--- src/rtl/pool_frame_ctrl.sv ---
// Frame sequencer for the 2x2 pool/ReLU stage: streams a WxH feature map out of the
// feature buffer, then collects the pooler results into the result buffer.
// Optional drain watchdog enabled by defining POOL_CTRL_WATCHDOG_EN.
module pool_frame_ctrl #(
  parameter int In_d_W  = 32,
  parameter int W       = 26,
  parameter int H       = 6,
  parameter int ADDR_W  = 10,
  parameter int TIMEOUT = 64
) (
  input  logic              iClk,
  input  logic              iRst,
  input  logic              iStart,
  input  logic [ADDR_W-1:0] iBaseRd,
  input  logic [ADDR_W-1:0] iBaseWr,
  input  logic              iHold,
  output logic              oRdEn,
  output logic [ADDR_W-1:0] oRdAddr,
  output logic [3:0]        oValid4,
  input  logic [3:0]        iPoolValid,
  output logic              oWrEn,
  output logic [ADDR_W-1:0] oWrAddr,
  output logic              oBusy,
  output logic              oDone,
  output logic              oErr
);

  localparam int N_OUT = (W / 2) * (H / 2);
  localparam int COL_W = $clog2(W);
  localparam int ROW_W = $clog2(H);
  localparam int K_W   = $clog2(N_OUT + 1);
  localparam logic [COL_W-1:0] COL_LAST = COL_W'(W - 1);
  localparam logic [ROW_W-1:0] ROW_LAST = ROW_W'(H - 1);
  localparam logic [K_W-1:0]   K_FULL   = K_W'(N_OUT);

`ifdef POOL_CTRL_WATCHDOG_EN
  typedef enum logic [2:0] {IDLE, FEED, DRAIN, DONE, ERR} state_t;
  localparam int WD_W = $clog2(TIMEOUT + 1);
  localparam logic [WD_W-1:0] WD_LAST = WD_W'(TIMEOUT - 1);
  logic [WD_W-1:0] wdCnt;
`else
  typedef enum logic [1:0] {IDLE, FEED, DRAIN, DONE} state_t;
`endif

  state_t state, nextState;

  logic [COL_W-1:0]  col;
  logic [ROW_W-1:0]  row;
  logic [ADDR_W-1:0] rdPtr;
  logic [ADDR_W-1:0] baseWr;
  logic [K_W-1:0]    kCnt;
  logic              issue;
  logic              accept;
  logic              lastPix;

  always_ff @(posedge iClk) begin
    if (iRst) state <= IDLE;
    else      state <= nextState;
  end

  // DRAIN waits for the final write strobe to retire before declaring the frame done
  always_comb begin
    nextState = state;
    case (state)
      IDLE:  if (iStart) nextState = FEED;
      FEED:  if (issue && lastPix) nextState = DRAIN;
      DRAIN: begin
        if (kCnt == K_FULL && !oWrEn) nextState = DONE;
`ifdef POOL_CTRL_WATCHDOG_EN
        else if (!accept && wdCnt == WD_LAST) nextState = ERR;
`endif
      end
      DONE:  nextState = IDLE;
`ifdef POOL_CTRL_WATCHDOG_EN
      ERR:   nextState = IDLE;
`endif
      default: nextState = IDLE;
    endcase
  end

  always_comb begin
    issue   = (state == FEED) && !iHold;
    accept  = ((state == FEED) || (state == DRAIN)) && (iPoolValid == 4'b1111);
    lastPix = (row == ROW_LAST) && (col == COL_LAST);
  end

  assign oBusy = (state != IDLE);

  // Read pointer walks the raster linearly so no row*W multiply is needed
  always_ff @(posedge iClk) begin
    if (iRst) begin
      oRdEn   <= 1'b0;
      oRdAddr <= '0;
      oValid4 <= 4'b0000;
      oWrEn   <= 1'b0;
      oWrAddr <= '0;
      oDone   <= 1'b0;
      rdPtr   <= '0;
      baseWr  <= '0;
      row     <= '0;
      col     <= '0;
      kCnt    <= '0;
    end else begin
      oRdEn   <= issue;
      oValid4 <= {4{oRdEn}};
      oWrEn   <= accept;
      oDone   <= (nextState == DONE);
      if (state == IDLE && iStart) begin
        rdPtr  <= iBaseRd;
        baseWr <= iBaseWr;
        row    <= '0;
        col    <= '0;
        kCnt   <= '0;
      end
      if (issue) begin
        oRdAddr <= rdPtr;
        rdPtr   <= rdPtr + 1'b1;
        if (col == COL_LAST) begin
          col <= '0;
          row <= row + 1'b1;
        end else begin
          col <= col + 1'b1;
        end
      end
      if (accept) begin
        oWrAddr <= baseWr + ADDR_W'(kCnt);
        kCnt    <= kCnt + 1'b1;
      end
    end
  end

`ifdef POOL_CTRL_WATCHDOG_EN
  // Idle-cycle counter restarts on every accepted result and whenever DRAIN is left
  always_ff @(posedge iClk) begin
    if (iRst) begin
      wdCnt <= '0;
      oErr  <= 1'b0;
    end else begin
      oErr <= (nextState == ERR);
      if (state != DRAIN || accept) wdCnt <= '0;
      else                          wdCnt <= wdCnt + 1'b1;
    end
  end
`else
  assign oErr = 1'b0;
`endif

endmodule

--- config.mk ---
export PLATFORM = sky130hd
export DESIGN_NAME = pool_frame_ctrl
export DESIGN_NICKNAME = d
export VERILOG_FILES = /design/src/rtl/pool_frame_ctrl.sv
export SDC_FILE = /design/constraint.sdc
export NUM_CORES = 1
export LEC_CHECK = 0
export CORE_MARGIN = 2
export CORE_UTILIZATION = 40
export DETAILED_ROUTE_END_ITERATION = 12
export PLACE_DENSITY = 0.67
export SYNTH_ARGS = -nofsm -noshare
export SYNTH_HDL_FRONTEND = slang
export SYNTH_SLANG_ARGS = --single-unit
--- constraint.sdc ---
create_clock -name iClk -period 2 [get_ports iClk]
set_input_delay 0.3 -clock iClk [delete_from_list [all_inputs] [get_ports iClk]]
set_output_delay 0.3 -clock iClk [all_outputs]
set_load 0.01 [all_outputs]
# Word level (Yosys, flattened, before mapping)
# Cells that the tools add are included.
# totals
mem_bits_rw	0
inputBits	28
romBits	0
latchBits	0
wordCells	52
regBits	60
mem_count	0
out_inout_bits	29
# classes
n_bitwise	0
n_mux	14
n_lt_le_gt_ge	0
shift	0
multipliers	0
n_eq_ne	8
reduce_logical	13
n_addsub	5
div_mod_pow	0
# ops
op	n
10-bit 2-to-1 mux	2
5-bit 2-to-1 mux	3
6-bit 2-to-1 mux	2
10-bit by 1-bit adder with 10-bit output, second input constant	1
10-bit by 6-bit adder with 10-bit output	1
3-bit 2-to-1 mux	3
2-bit case mux with 4 select lines	1
6-bit by 1-bit adder with 6-bit output, second input constant	1
2-bit == test, second input constant	3
6-bit == test, second input constant	1
1-bit logical AND	6
2-bit 2-to-1 mux	3
2-bit nonzero test	3
5-bit by 1-bit adder with 5-bit output, second input constant	1
5-bit == test, second input constant	1
4-bit == test, second input constant	1
3-bit by 1-bit adder with 3-bit output, second input constant	1
3-bit == test, second input constant	1
2-bit by 1-bit == test with 1-bit output, second input constant	1
1-bit logical NOT	2
2-bit logical NOT	1
1-bit logical OR	1

# Logic depth before layout (Yosys ltp)
# Gate-level depths: netlist of the first run.
# logic_depth
word_depth	6
depth_mapped	8
mapped_depth_nobuf	6

# Worst setup path after synthesis of the first run
# Ideal clock, no wire load.
# synth_timing
path_kind	register to register
start	reg kCnt[0]
end	reg oWrAddr[8]
t_arrival_ns	1.810
path_buffers	0
slack_ns	0.063
required_ns	1.873
setup_ns	0.127
path_stages_with_launch	7
cell_sequence	dfxtp_1 ha_1 fa_1 a211o_2 a211oi_1 or4b_2 nand3_1
# synth_between
elab_chain_len	1
# synth_lines
item	line_no	rtl
start, declared	51	logic [K_W-1:0] kCnt;
start signal, assigned	127	kCnt <= kCnt + 1'b1;
10-bit by 6-bit adder with 10-bit output	126	oWrAddr <= baseWr + ADDR_W'(kCnt);
end signal, assigned	126	
end, declared	22	output logic [ADDR_W-1:0] oWrAddr,
# No other way between the ends.
# A chain may end at the register's enable or synchronous reset.

# Worst setup path in the final report of the first run
# layout_timing
start	reg kCnt[2]
end	reg oWrAddr[7]
# The elaborated chain is that of the path after synthesis.

==> results.cfg, run 1 <==
[run_status]
status = finished, final reports clean

[detailed_routing]
drt_iter0_markers = 198
vias = 2875
dr.pass1.iters = 4
viasPerCell = 5.35
remaining_drc_errors = 0
ant_nets = 0
routed_wl_mm = 7.22
wl_per_cell_um = 13.4

[placed_design]
io_buffers = 55
globalplace.congestion = 0.843
place_area_mm2 = 0.00368
dpl.hpwl_mm = 5.19
dp_slack_ns = -0.0250

[final_layout]
synthToLayoutAreaGrowth_pct = 31.9
post-route-util = 0.543
drive_gt1_frac = 0.130
fill_cells = 686
antenna_cells = 0
nNetsFinal = 478
fin_area_mm2 = 0.00394

[timing]
final.min_clock_period_ns = 1.94
worstMarginPinSlew_ns = 0.629
tns_ns = 0
setup_viol = 0
fin_crit_sh = 0.970
hold_slack_ns = 0.331
layout_setup_ws_ns = 0.0597
rsz0062_at_grt = true
final_max_slew_viol_count = 0
relSlewSlack = 0.579
finalClockSkew_ns = 0.00851
clock.fmax_mhz = 515
hold_violations = 0

[synthesis]
synth_edf_count = 0
yosys.area.top_type = dfxtp_1
synth_fp_nets = 414
yosys_warnings = 0
synth_cell_types = 55
syn_inst = 369
ys_ff_latch = 60
synth-seq-area-share = 0.402
synth-main-ff-cell = dfxtp_1
netlist_area_mm2 = 0.00299
synth.avg_cell_area_um2 = 8.10
yosys-top-cells-area = dfxtp_1 40%, nand2_1 8.2%, a21oi_1 7.5%, ha_1 6.7%, nor2_1 4.0%
yosys.area.top_type_share = 0.402
synthArstFlopShare = 0

[clock_tree]
numCtsBuffers = 9
clock_path_buffers = 2
clk_latency_ns = 0.35
htree_levels = 3
clock-sinks = 60
root_buffer = clkbuf_8
cts_tree = yes
cts_hold_buf = 0
path_clk_slew_ns = 0.07

[power]
swShare = 0.278
power_density_mw_per_mm2 = 694
p_clk_frac = 0.408
p_switching_w = 0.000762
seq_power_share = 0.469
irDropWorstVdd_uv = 358
internal_power_w = 0.00197
power.combinational.fraction = 0.123
leakage_nw = 1.45

[critical_path]
crit_type = reg -> reg
path_cells = ha_2 -> o21a_2 -> a2111oi_4 -> buf_4 -> or4_1 -> a311oi_2
critical-path-top-delay-family = compound AO/OA/AOI/OAI gates
crit_fanout = 3
slowest_delay_ns = 0.47
required_ns = 2.27
cp.arrival_ns = 2.21
crit_path_end_kind = register
critPathBufInv = 1
startpoint_type = register
crit_slowest_cell = or4_1

[die]
die_w_um = 90.4
initial_core_util = 0.412
fp.dieH_um = 90.4
rows = 31
die-area_mm2 = 0.00818
num_io_pins = 57
core_area_mm2 = 0.00725

[global_route]
grt.total_usage = 0.179
antenna_found_initial = 0
grt_pass1_vias = 2625
grt_max_degree = 46
grt_pass1_wl_mm = 12.0
grt.overflow.total = 0

[worst_hold_path]
hp-class = in -> reg

[run]
max-cap-violations = 0
## cells in the mapped netlist, types with 3 or more instances
master and instances:
nand2_1 65, dfxtp_1 60, a21oi_1 45, nor2_1 32, ha_1 16, nand3_1 15
nor3_1 12, clkbuf_1 11, o21ai_0 11, inv_1 10, a211oi_1 6, a311oi_1 5
buf_4 5, a31oi_1 4, nand3b_1 4, nand4b_1 4, a22oi_1 3, and3_1 3
buf_6 3, nand4_1 3, o2111ai_1 3, o31ai_1 3, or4_1 3
## power groups by stage
stage / clock (W) / sequential (W) / combinational (W)
CTS: 0.00114 / 0.00128 / 0.000334
finish: 0.00112 / 0.00128 / 0.000336
global placement: 0 / 0.00131 / 0.000328
detailed placement: 0 / 0.00131 / 0.000333
floorplan: 0 / 0.00130 / 0.000197
global route: 0.00119 / 0.00129 / 0.000379
## per-stage QoR
step / power (W) / std cells
CTS: 0.00276 / 536
global placement: 0.00164 / 520
floorplan: 0.00150 / 369
finish: 0.00274 / 537
global route: 0.00286 / 537
detailed placement: 0.00164 / 520
## timing repair
item / in CTS / in global routing
setup buffers: 0 / 1
setup endpoints to repair: 3 / 5
pin swaps: 0 / 5
resized for setup: 2 / 9
## sequential cells by signal, indices dropped and copies added, names as in the netlist
name,cells
baseWr,10
oWrEn,1
row,3
col,5
oRdEn,1
state,2
oValid4,1
oRdAddr,10
oWrAddr,10
oDone,1
kCnt,6
rdPtr,10
## cells by family (layout without fill, tap and decap cells)
family | Yosys count | after routing | synth area share
simple gates | 156 | 156 | 0.245
compound gates | 101 | 101 | 0.217
flops | 60 | 60 | 0.402
buf+inv | 32 | 101 | 0.0544
fa+ha+maj | 17 | 17 | 0.0737
other cells | 1 | 1 | 0.00125
xor+xnor | 1 | 1 | 0.00293
mux | 1 | 1 | 0.00377
## metal layers
metal | track usage | wire [um]
met3 | 0.0359 | 316
met2 | 0.269 | 3150
met5 | 0 | 0
met4 | 0.0897 | 140
met1 | 0.245 | 3610
## final timing paths
| check | startpoint | end | slack (ns) | cells past startpoint |
|---|---|---|---|---|
| max | kCnt[2] | oWrAddr[7] | 0.06 | 6 |
| min | iRst | kCnt[0] | 0.33 | 2 |
| max reg2reg | kCnt[2] | oWrAddr[7] | 0.06 | 6 |
| min reg2reg | oRdAddr[4] | oRdAddr[4] | 0.46 | 2 |
## layout by cell type, fill, tap and decap left out, types with 9 or more instances in the layout
master           instances
clkbuf_8                 9
clkdlybuf4s50_1         54
nand3_1                 15
nor2_1                  31
a21oi_1                 45
dfxtp_1                 57
inv_1                   10
nor3_1                  12
nand2_1                 65
ha_1                    14
buf_4                   20
o21ai_0                 11
## cell type report
type	count	area (um2)	share of cell area
Timing Repair Buffer	75	696	0.177
Clock buffer	9	124	0.0314
Clock inverter	7	75.1	0.0190
Sequential cell	60	1200	0.306
Inverter	10	37.5	0.00952
Tap cell	99	124	0.0314
Multi-Input combinational cell	277	1680	0.426
Note: power is estimated with default switching activity, not from simulation.
==> run 2, diff against run 1 <==
GPL_ROUTABILITY_DRIVEN = 1   (was default)
RECOVER_POWER = 50   (was default)
==> run 2 against run 1 <==
Against the previous run: sequential power about the same; count of clock-buffer cells in the layout unchanged; sequential cell count unchanged; clock power about the same; clock skew decreased by 0.00052 ns; register-to-register slack about the same; cell count unchanged; critical path type unchanged; largest cell class unchanged; largest power group unchanged.
==> results.cfg, run 2 (synthesis gave the netlist of run 1 again) <==
[power]
power_density_mw_per_mm2 = 694
leakage_nw = 1.54
power.total_w = 0.00273
irDropWorstVdd_uv = 356

[critical_path]
crit_path_end_kind = register
required_ns = 2.26
path_cells = ha_2 -> o21a_2 -> a2111oi_4 -> buf_4 -> or4_1 -> a311oi_2
slowest_delay_ns = 0.47
startpoint_type = register
r2r_start = kCnt[2]
crit_fanout = 3
cp-startpoint = kCnt[2]
cp.arrival_ns = 2.21
crit_type = reg -> reg
crit_slowest_cell = or4_1

[detailed_routing]
wl_per_cell_um = 13.4
routed_wl_mm = 7.21
drt_iter0_markers = 177
remaining_drc_errors = 0
viasPerCell = 5.41
dr.pass1.iters = 4
ant_nets = 0
vias = 2903

[timing]
hold_violations = 0
relSlewSlack = 0.374
worstMarginPinSlew_ns = 0.939
tns_ns = 0
final_max_slew_viol_count = 0
fin_crit_sh = 0.976
rsz0062_at_grt = true
setup_viol = 0
final.min_clock_period_ns = 1.95
clock.fmax_mhz = 512
finalClockSkew_ns = 0.00799
layout_setup_ws_ns = 0.0477

[clock_tree]
clock-sinks = 60
numCtsBuffers = 9
path_clk_slew_ns = 0.07
htree_levels = 3
cts_hold_buf = 0
root_buffer = clkbuf_8
cts_tree = yes
clk_latency_ns = 0.36
clock_path_buffers = 2

[final_layout]
fin_area_mm2 = 0.00393
layout_commonest_cell = nand2_1
final_cell_mix = 65 x nand2_1, 57 x dfxtp_1, 45 x a21oi_1
drive_gt1_frac = 0.128
antenna_cells = 0
synthToLayoutAreaGrowth_pct = 31.6
nNetsFinal = 478

[die]
initial_core_util = 0.412
rows = 31
core_area_mm2 = 0.00725
fp.dieH_um = 90.4
num_io_pins = 57
die_w_um = 90.4
die-area_mm2 = 0.00818

[placed_design]
dp_slack_ns = -0.0250
io_buffers = 55
globalplace.congestion = 0.843
dpl.hpwl_mm = 5.19
place_area_mm2 = 0.00368

[run]
max-cap-violations = 0

[global_route]
grt.overflow.total = 0
grt_max_degree = 46
grt_pass1_vias = 2625
grt.total_usage = 0.179
grt_pass1_wl_mm = 12.0
antenna_found_initial = 0

[worst_hold_path]
hp-start = iRst
hp-class = in -> reg

[run_status]
status = finished, final reports clean
## run 2: per-layer routing
| layer | wire length (um) | vias to the layer above | track usage | share of wire |
|---|---|---|---|---|
| met3 | 417 | 14 | 0.0359 | 0.058 |
| met5 | 0 | - | 0 | 0 |
| li1 | - | 1451 | - | - |
| met2 | 3180 | 94 | 0.269 | 0.44 |
| met4 | 118 | 0 | 0.0897 | 0.016 |
| met1 | 3490 | 1344 | 0.245 | 0.48 |
## run 2: path summary, 6_finish.rpt
path,to,slack (ns),cells after the start
worst max-delay path,oWrAddr[7],0.05,6
worst max register to register,oWrAddr[7],0.05,6
worst min-delay path,kCnt[0],0.32,2
worst min register to register,oRdAddr[4],0.45,2
## run 2: final cells by class
class / instances / area [um2]
Multi-Input combinational cell: 277 / 1680
Clock inverter: 7 / 75.1
Fill cell: 690 / 3320
Sequential cell: 60 / 1200
Tap cell: 99 / 124
Timing Repair Buffer: 75 / 687
Clock buffer: 9 / 124
Inverter: 10 / 37.5
## run 2: critical path: cells and delay by family, from the launching register on
kind | cells | cell delay, ns
and+or+nand+nor | 1 | 0.47
AOI/OAI and AO/OA | 3 | 0.54
DFF | 1 | 0.34
adders and majority gates | 1 | 0.35
buffers and inverters | 1 | 0.15
## run 2: repair_timing
action / in CTS / in global routing
setup endpoints to repair: 3 / 5
cloned: 0 / 0
pin swaps: 0 / 5
gates resized for setup: 2 / 9
setup buffers: 0 / 1
## run 2: through the flow
| stage | utilization | cells | hold WS (ns) |
|---|---|---|---|
| after floorplan | - | 369 | 0.436 |
| after global placement | 0.507 | 520 | 0.444 |
| after detailed placement | 0.507 | 520 | 0.447 |
| after CTS | 0.535 | 536 | 0.318 |
| after global routing | 0.542 | 537 | 0.341 |
| final | 0.542 | 537 | 0.323 |
## run 2: report_power, final
| group | total [W] | leakage (nW) | internal, W | switching (W) |
|---|---|---|---|---|
| Sequential | 0.00128 | 0.488 | 0.00124 | 0.0000444 |
| Clock | 0.00112 | 0.0923 | 0.000580 | 0.000536 |
| Combinational | 0.000329 | 0.960 | 0.000148 | 0.000181 |
==> run 3, diff against run 2 <==
==> constraint.sdc (replaced) <==
create_clock -name iClk -period 2 [get_ports iClk]
set_input_delay 0.4 -clock iClk [delete_from_list [all_inputs] [get_ports iClk]]
set_output_delay 0.4 -clock iClk [all_outputs]
set_load 0.01 [all_outputs]
==> run 3 against run 2 <==
Against the previous run: clock power up 6%; register-to-register slack better by 0.03 ns; critical path depth unchanged; sequential cell count unchanged; combinational power up 2%; clock skew about the same; setup slack better by 0.030 ns; non-clock buffer count down 1; global-route usage up 0.35 points; first-iteration DRC count down 13%; sequential power about the same; worst hold slack better by 0.13 ns; highest routed layer unchanged.
==> results.cfg, run 3 (synthesis gave the netlist of run 1 again) <==
[power]
power_density_mw_per_mm2 = 712
leakage_nw = 1.53
irDropWorstVdd_uv = 344

[timing]
hold_violations = 0
final.min_clock_period_ns = 1.92
final_max_slew_viol_count = 0
setup_viol = 0
rsz0062_at_grt = true
layout_setup_ws_ns = 0.0777
worstMarginPinSlew_ns = 0.594
fin_crit_sh = 0.961
relSlewSlack = 0.603
tns_ns = 0
clock.fmax_mhz = 520
finalClockSkew_ns = 0.00825
hold_slack_ns = 0.450

[global_route]
grt_max_degree = 44
grt_pass1_vias = 2652
grt_pass1_wl_mm = 12.3
grt.total_usage = 0.183
grt.overflow.total = 0
antenna_found_initial = 0

[detailed_routing]
remaining_drc_errors = 0
viasPerCell = 5.36
wl_per_cell_um = 13.7
ant_nets = 0
vias = 2873
drt_iter0_markers = 154
dr.pass1.iters = 4
routed_wl_mm = 7.36

[clock_tree]
clock-sinks = 60
clock_path_buffers = 2
cts_hold_buf = 0
numCtsBuffers = 9
root_buffer = clkbuf_8
clk_latency_ns = 0.34
post_cts_buffers = 0
path_clk_slew_ns = 0.07
htree_levels = 3
cts_tree = yes

[final_layout]
fill_cells = 702
synthToLayoutAreaGrowth_pct = 31.6
drive_gt1_frac = 0.117
antenna_cells = 0
nNetsFinal = 477
post-route-util = 0.543
layout_commonest_cell = nand2_1
final_cell_mix = 65 x nand2_1, 58 x dfxtp_1, 45 x a21oi_1

[run_status]
status = finished, final reports clean

[critical_path]
crit_type = reg -> reg
critical-path-top-delay-family = adder cells
critPathBufInv = 0
required_ns = 2.22
path_cells = ha_1 -> fa_1 -> a211o_2 -> a211oi_2 -> or4b_2 -> nand3_1
crit_path_end_kind = register
cp.arrival_ns = 2.14
startpoint_type = register
crit_slowest_cell = fa_1
crit_fanout = 4
slowest_delay_ns = 0.40

[die]
die_w_um = 90.4
core_area_mm2 = 0.00725
rows = 31
num_io_pins = 57
fp.dieH_um = 90.4
die-area_mm2 = 0.00818
initial_core_util = 0.412

[placed_design]
dpl.hpwl_mm = 5.29
dp_slack_ns = -0.0117
globalplace.congestion = 0.860
io_buffers = 55

[worst_hold_path]
hp-class = reg -> reg

[run]
max-cap-violations = 0
==> run 3: changes by cell type in the layout (fill, tap and decap cells not counted), sizes merged <==
cell           change
buf                -1
clkbuf             +4
clkdlybuf4s50      +6
clkinvlp           -2
dlygate4sd2        +1
dlygate4sd3        -7
inv                -2
==> run 3: area by class of cell <==
type / instances / area, um2 / area share
Multi-Input combinational cell: 277 / 1670 / 0.424
Sequential cell: 60 / 1210 / 0.307
Timing Repair Buffer: 74 / 677 / 0.172
Clock buffer: 13 / 179 / 0.0455
Tap cell: 99 / 124 / 0.0315
Clock inverter: 3 / 42.5 / 0.0108
Inverter: 10 / 37.5 / 0.00954
==> run 3: where the power goes <==
group | total, W | switching, W | internal, W
Sequential | 0.00128 | 0.0000432 | 0.00124
Clock | 0.00119 | 0.000479 | 0.000710
Combinational | 0.000334 | 0.000184 | 0.000150
Total | 0.00280 | 0.000706 | 0.00210
==> run 3: metal layers <==
| metal | up-vias | GRT usage | part of all wire |
|---|---|---|---|
| met5 | - | 0 | 0 |
| met4 | 0 | 0.0654 | 0.016 |
| met3 | 9 | 0.0384 | 0.060 |
| met2 | 90 | 0.283 | 0.45 |
| li1 | 1446 | - | - |
| met1 | 1328 | 0.252 | 0.48 |
==> run 3: final timing paths <==
path                                 start          to  slack [ns]  cells after the start
worst max-delay path             baseWr[0]  oWrAddr[8]        0.08                      6
worst min-delay path            oRdAddr[6]  oRdAddr[6]        0.45                      2
worst max register to register   baseWr[0]  oWrAddr[8]        0.08                      6
worst min register to register  oRdAddr[6]  oRdAddr[6]        0.45                      2
==> run 3: repair_timing <==
item / CTS / global route
gates cloned: 0 / 0
setup endpoints to repair: 3 / 6
pin swaps: 0 / 5
hold endpoints to repair: 0 / 0
gates resized for setup: 2 / 8
==> run 3: worst reg2reg max path, delay by kind of cell, from the launching register on <==
family	cells	cell delay (ns)
AO/OA/AOI/OAI	2	0.59
adder cells (fa/ha/maj)	2	0.65
flip-flops	1	0.32
AND/OR/NAND/NOR	2	0.24
==> run 3: per-stage QoR <==
step           std cells  cell area, um2  power (W)
2_1_floorplan        369            2990    0.00150
3_3_place_gp         520            3680    0.00164
3_5_place_dp         520            3680    0.00165
4_1_cts              536            3900    0.00283
5_1_grt              536            3940    0.00293
6_report             536            3940    0.00280
